File: src/rtl/pipe_pkg.sv
// Shared types for the pipeline stage register: occupancy state and level width.
package pipe_pkg;

    localparam int PIPE_LEVEL_W = 2;

    typedef enum logic [1:0] {
        EMPTY = 2'd0,
        ONE   = 2'd1,
        TWO   = 2'd2
    } pipe_state_t;

endpackage

File: src/rtl/pipe_slot.sv
// One pipeline entry: valid flag, control bundle and LANES data words.
// Clear takes priority over load; clear leaves the data words stale.
module pipe_slot #(
    parameter int CTRL_W = 4,
    parameter int DATA_W = 64,
    parameter int LANES  = 3
) (
    input  logic                    clk,
    input  logic                    reset_n,
    input  logic                    i_load,
    input  logic                    i_clear,
    input  logic [CTRL_W-1:0]       i_ctrl,
    input  logic [LANES*DATA_W-1:0] i_data,
    output logic                    o_valid,
    output logic [CTRL_W-1:0]       o_ctrl,
    output logic [LANES*DATA_W-1:0] o_data
);

    logic                    r_valid;
    logic [CTRL_W-1:0]       r_ctrl;
    logic [LANES*DATA_W-1:0] r_data;

    always_ff @(posedge clk or negedge reset_n) begin
        if (!reset_n) begin
            r_valid <= 1'b0;
            r_ctrl  <= '0;
        end else if (i_clear) begin
            r_valid <= 1'b0;
            r_ctrl  <= '0;
        end else if (i_load) begin
            r_valid <= 1'b1;
            r_ctrl  <= i_ctrl;
        end
    end

    always_ff @(posedge clk or negedge reset_n) begin
        if (!reset_n)
            r_data <= '0;
        else if (i_load && !i_clear)
            r_data <= i_data;
    end

    assign o_valid = r_valid;
    assign o_ctrl  = r_ctrl;
    assign o_data  = r_data;

endmodule

File: src/rtl/pipe_stage_reg.sv
// Reusable inter-stage register with valid/ready handshake, flush and optional
// skid entry. With SKID=1 in_ready comes from a flop and out_* from the main slot only.
module pipe_stage_reg
    import pipe_pkg::*;
#(
    parameter int CTRL_W = 4,
    parameter int DATA_W = 64,
    parameter int LANES  = 3,
    parameter int SKID   = 1
) (
    input  logic                    clk,
    input  logic                    reset_n,
    input  logic                    flush,
    input  logic                    in_valid,
    output logic                    in_ready,
    input  logic [CTRL_W-1:0]       in_ctrl,
    input  logic [LANES*DATA_W-1:0] in_data,
    output logic                    out_valid,
    input  logic                    out_ready,
    output logic [CTRL_W-1:0]       out_ctrl,
    output logic [LANES*DATA_W-1:0] out_data,
    output logic [PIPE_LEVEL_W-1:0] level
);

    pipe_state_t r_state, w_state_nxt;
    logic        r_in_rdy;
    logic        w_in_fire, w_out_fire;

    logic                    w_main_load, w_main_clr, w_main_from_skid;
    logic                    w_skid_load, w_skid_clr;
    logic                    w_main_vld, w_skid_vld;
    logic [CTRL_W-1:0]       w_main_ctrl, w_skid_ctrl, w_main_cin;
    logic [LANES*DATA_W-1:0] w_main_data, w_skid_data, w_main_din;

    assign w_in_fire  = in_valid & in_ready;
    assign w_out_fire = w_main_vld & out_ready;

    // State register, plus the ready flop that looks one state ahead.
    always_ff @(posedge clk or negedge reset_n) begin
        if (!reset_n) begin
            r_state  <= EMPTY;
            r_in_rdy <= 1'b0;
        end else begin
            r_state  <= w_state_nxt;
            r_in_rdy <= (SKID != 0) ? (w_state_nxt != TWO) : 1'b1;
        end
    end

    always_comb begin
        w_state_nxt = r_state;
        if (flush) begin
            w_state_nxt = EMPTY;
        end else begin
            case (r_state)
                EMPTY: if (w_in_fire) w_state_nxt = ONE;
                ONE: begin
                    if (w_in_fire && !w_out_fire)
                        w_state_nxt = (SKID != 0) ? TWO : ONE;
                    else if (!w_in_fire && w_out_fire)
                        w_state_nxt = EMPTY;
                end
                TWO:     if (w_out_fire) w_state_nxt = ONE;
                default: w_state_nxt = EMPTY;
            endcase
        end
    end

    always_comb begin
        w_main_load      = 1'b0;
        w_main_clr       = 1'b0;
        w_main_from_skid = 1'b0;
        w_skid_load      = 1'b0;
        w_skid_clr       = 1'b0;
        if (flush) begin
            w_main_clr = 1'b1;
            w_skid_clr = 1'b1;
        end else begin
            case (r_state)
                EMPTY: w_main_load = w_in_fire;
                ONE: begin
                    if (w_in_fire && w_out_fire)
                        w_main_load = 1'b1;
                    else if (w_in_fire)
                        w_skid_load = 1'b1;
                    else if (w_out_fire)
                        w_main_clr = 1'b1;
                end
                TWO: begin
                    if (w_out_fire) begin
                        w_main_load      = 1'b1;
                        w_main_from_skid = 1'b1;
                        w_skid_clr       = 1'b1;
                    end
                end
                default: ;
            endcase
        end
    end

    assign w_main_cin = w_main_from_skid ? w_skid_ctrl : in_ctrl;
    assign w_main_din = w_main_from_skid ? w_skid_data : in_data;

    pipe_slot #(.CTRL_W(CTRL_W), .DATA_W(DATA_W), .LANES(LANES)) u_main (
        .clk     (clk),
        .reset_n (reset_n),
        .i_load  (w_main_load),
        .i_clear (w_main_clr),
        .i_ctrl  (w_main_cin),
        .i_data  (w_main_din),
        .o_valid (w_main_vld),
        .o_ctrl  (w_main_ctrl),
        .o_data  (w_main_data)
    );

    generate
        if (SKID != 0) begin : g_skid
            pipe_slot #(.CTRL_W(CTRL_W), .DATA_W(DATA_W), .LANES(LANES)) u_skid (
                .clk     (clk),
                .reset_n (reset_n),
                .i_load  (w_skid_load),
                .i_clear (w_skid_clr),
                .i_ctrl  (in_ctrl),
                .i_data  (in_data),
                .o_valid (w_skid_vld),
                .o_ctrl  (w_skid_ctrl),
                .o_data  (w_skid_data)
            );
            assign in_ready = r_in_rdy & ~flush;
        end else begin : g_noskid
            logic w_skid_unused;
            assign w_skid_unused = w_skid_load | w_skid_clr;
            assign w_skid_vld    = 1'b0;
            assign w_skid_ctrl   = '0;
            assign w_skid_data   = '0;
            // r_in_rdy only masks the cycle(s) before the first edge out of reset.
            assign in_ready = r_in_rdy & (~w_main_vld | out_ready) & ~flush;
        end
    endgenerate

    assign out_valid = w_main_vld;
    assign out_ctrl  = w_main_ctrl & {CTRL_W{w_main_vld}};
    assign out_data  = w_main_data;
    assign level     = {1'b0, w_main_vld} + {1'b0, w_skid_vld};

endmodule

File: config.mk
export PLATFORM = sky130hd
export DESIGN_NAME = pipe_stage_reg
export DESIGN_NICKNAME = d
export VERILOG_FILES = /design/src/rtl/pipe_pkg.sv /design/src/rtl/pipe_slot.sv /design/src/rtl/pipe_stage_reg.sv
export SDC_FILE = /design/constraint.sdc
export NUM_CORES = 1
export LEC_CHECK = 0
export CORE_MARGIN = 2
export CORE_UTILIZATION = 43
export CTS_BUF_LIST = sky130_fd_sc_hd__clkbuf_16
export DETAILED_ROUTE_END_ITERATION = 7
export PLACE_DENSITY = 0.82
export SKIP_LAST_GASP = 1
export SLEW_MARGIN = 10
export SYNTH_ARGS = -nofsm -noshare
export SYNTH_HDL_FRONTEND = slang
export SYNTH_SLANG_ARGS = --single-unit
File: constraint.sdc
create_clock -name clk -period 1.6 [get_ports clk]
set_input_delay 0.16 -clock clk [delete_from_list [all_inputs] [get_ports clk]]
set_output_delay 0.16 -clock clk [all_outputs]
set_load 0.005 [all_outputs]
==> flow_summary.ini <==
[drt]
ant_nets = 0
drc = 0
wl_um = 56500
drtPass1Iterations = 5
wl_per_cell_um = 23.6
via_count = 13300
vias_per_cell = 5.57
drtIter0Drc = 656

[layout]
nFillCells = 2346
post-route-util_pct = 70.3
final_nets = 2050
drive_gt1_share_pct = 30.2
area_delta_synth_final_pct = 60.7
instances_no_fill = 2392

[worst_setup_path]
critPathKind = reg -> reg
arrival_ps = 2410
worst-endpoint-required_ps = 2010
worst_setup_path_end_kind = register
cp_max_fo = 7
start_kind = register
rrSetupSlack_ps = -400

[die]
rows = 71
core_um2 = 37800
die_x_um = 200
start_util_pct = 43.8
dieHeight_um = 200
ios = 401
dieArea_um2 = 40100

[logic_synthesis]
syn_area_um2 = 16600
yosysWarnings = 0
synth_top_cells_by_area = dfrtp_1, mux2i_1, mux2_1, a21oi_1, mux2_2
syn-num-nets = 1511
synth_top_area_cell = dfrtp_1
synth-seq-cells = 397
ys_types = 30
synthArstFlopShare_pct = 100
synth_flop_cell = dfrtp_1
syn_area_per_cell_um2 = 12.7
netlist.area_leader.share_pct = 60.0
ys_seq_area_share_pct = 60.0
synth_cells = 1309
synth_edf_count = 0

[placement]
port_buffers = 400
dp_hpwl_um = 30200
globalplace.congestion = 0.818
place_inst = 2222

[run_status]
status = complete, but fails checks
violations = negative setup slack

[global_routing]
grt_pass1_vias = 13300
grt_max_degree = 54
grt_first_pass_wirelength_um = 73900
antenna_found_initial = 1
grtUsageTotal_pct = 23.1
grt-ovfl-total = 0

[power]
power.total_uw = 38500
seqPwrFrac_pct = 44.7
p_int_uw = 27000
p_leak_uw = 0.0120
power_frac_clock_pct = 24.3
combPwrFrac_pct = 31.0
p_switching_uw = 11600
ir_worst_vdd_mv = 0.991
switching_share_pct = 30.0
p_per_area_nw_per_um2 = 1450

[clock_tree]
cts.clk_slew.worst_paths_ps = 70
htree_levels = 2
clk_path_buf_depth = 3
numCtsBuffers = 42
clk_latency_ps = 550
clockRootBuffer = clkbuf_16
cts_tree = yes
clock_sinks = 397

[sta]
fin_skew_ps = 17.1
relSlewSlack_pct = 68.7
tightest_slew_ps = 470
rsz0062_at_grt = true
timing.fmax_mhz = 501
min_period_ps = 2000
finalHoldViolCount = 0
setup_slack_ps = -396
setup_viol = 501
maxSlewViolCount = 0
finalCritPeriodShare_pct = 125
whs_ps = 150

[job]
maxCapViolations = 0

[min_path]
hp-class = in -> async
layout make-up:
type                       instances  area [µm²]  area share, %
tap                              511         639           2.40
clock buffer                      45        1130           4.23
sequential                       397        9940           37.3
clock inverter                    30         168          0.630
inverter                           1        3.75         0.0141
multi-input combinational        821        7530           28.3
timing repair buffer             585        7210           27.1
antenna                            2        5.00         0.0188
critical path, cell delays in order (launching register included):
cell and delay, ps:
dfrtp_1 400, buf_6 140, nand4b_1 140, o22ai_4 240, buf_12 190, clkbuf_16 190
buf_16 150, nor2_1 60, a21oi_1 340
power groups by stage:
stage / combinational (µW) / sequential, µW / clock [µW]
after floorplan: 4060 / 16000 / 0
after global placement: 8920 / 16300 / 0
after detailed placement: 9340 / 16500 / 0
after CTS: 10100 / 16500 / 9380
after global routing: 12700 / 17600 / 9920
final: 12000 / 17200 / 9350
repair_timing:
item,4_1_cts,5_1_grt
buffers inserted,21,20
pin swaps,2,27
endpoints found under the setup margin,555,579
hold buffers,1,0
cloned,19,37
resized for setup,92,354
hold endpoints to repair,319,0
placed cells by master (no fill, tap or decap), types with 3 or more instances in the layout:
| master | Yosys | layout |
|---|---|---|
| dfrtp_1 | 397 | 395 |
| clkdlybuf4s50_1 | 0 | 391 |
| mux2i_1 | 196 | 155 |
| a21oi_1 | 201 | 114 |
| nor2_1 | 200 | 111 |
| mux2_1 | 119 | 97 |
| a21oi_2 | 0 | 81 |
| clkbuf_16 | 0 | 78 |
| nor2_4 | 0 | 52 |
| mux2_2 | 73 | 52 |
| buf_12 | 0 | 46 |
| buf_4 | 30 | 45 |
| mux2_4 | 0 | 43 |
| nor2_2 | 0 | 37 |
| mux2i_2 | 0 | 24 |
| buf_16 | 0 | 24 |
| inv_1 | 1 | 20 |
| buf_6 | 0 | 19 |
| buf_8 | 0 | 19 |
| mux2i_4 | 0 | 17 |
| clkinv_1 | 0 | 7 |
| a21oi_4 | 0 | 6 |
| a22o_1 | 4 | 4 |
| buf_2 | 36 | 4 |
| and2_4 | 0 | 3 |
| o21ai_0 | 3 | 3 |
metal layers:
| metal | global-route usage [%] | vias to the layer above | part of all wire [%] |
|---|---|---|---|
| met1 | 28.3 | 6904 | 39 |
| met2 | 39.7 | 566 | 51 |
| met4 | 10.8 | 0 | 4.7 |
| met3 | 3.92 | 172 | 5.1 |
| met5 | 0 | - | 0 |
| li1 | - | 5688 | - |
synthesized netlist by cell type, types with 2 or more instances:
library cell,n
a21oi_1,201
mux2_1,119
mux2_2,73
clkbuf_1,24
mux2i_1,196
nor2_1,200
nand3_1,2
dfrtp_1,397
a22o_1,4
o21ai_0,3
nor2b_1,2
buf_2,36
and2_1,5
nand2_1,2
buf_4,30
registers in the layout, summed over array words and instances (netlist names):
name / flops
g_skid.u_skid.o_data: 192
g_skid.u_skid.o_valid: 1
u_main.o_data: 192
g_skid.u_skid.o_ctrl: 4
u_main.o_valid: 1
u_main.o_ctrl: 4
r_state: 2
r_in_rdy: 1
final timing paths:
path                       depth (start not counted)                        end                     start
max in group asynchronous                          3         u_main.o_data[100]                   reset_n
min in group clk                                   2   g_skid.u_skid.o_data[82]               in_data[82]
max                                                8         u_main.o_data[108]            u_main.o_valid
max reg2reg                                        8         u_main.o_data[108]            u_main.o_valid
min                                                2  g_skid.u_skid.o_data[165]                   reset_n
min reg2reg                                        1   g_skid.u_skid.o_data[84]  g_skid.u_skid.o_data[84]
kinds of logic after synthesis:
family          count (synthesis)  synth area share (%)
fa+ha+maj                       1                0.0755
flops                         397                  60.0
simple gates                  219                  5.41
compound gates                213                  6.62
mux                           388                  24.9
buf+inv                        91                  3.01
stage by stage:
stage	TNS, ps	setup slack [ps]	instance area, µm²
3_3_place_gp	-122550	-367	22000
5_1_grt	-82980	-367	26600
6_report	-59540	-396	26600
3_5_place_dp	-136280	-418	22000
2_1_floorplan	-15280	-99.2	16700
4_1_cts	-53170	-216	24200
Note: power is estimated with default switching activity, not from simulation.
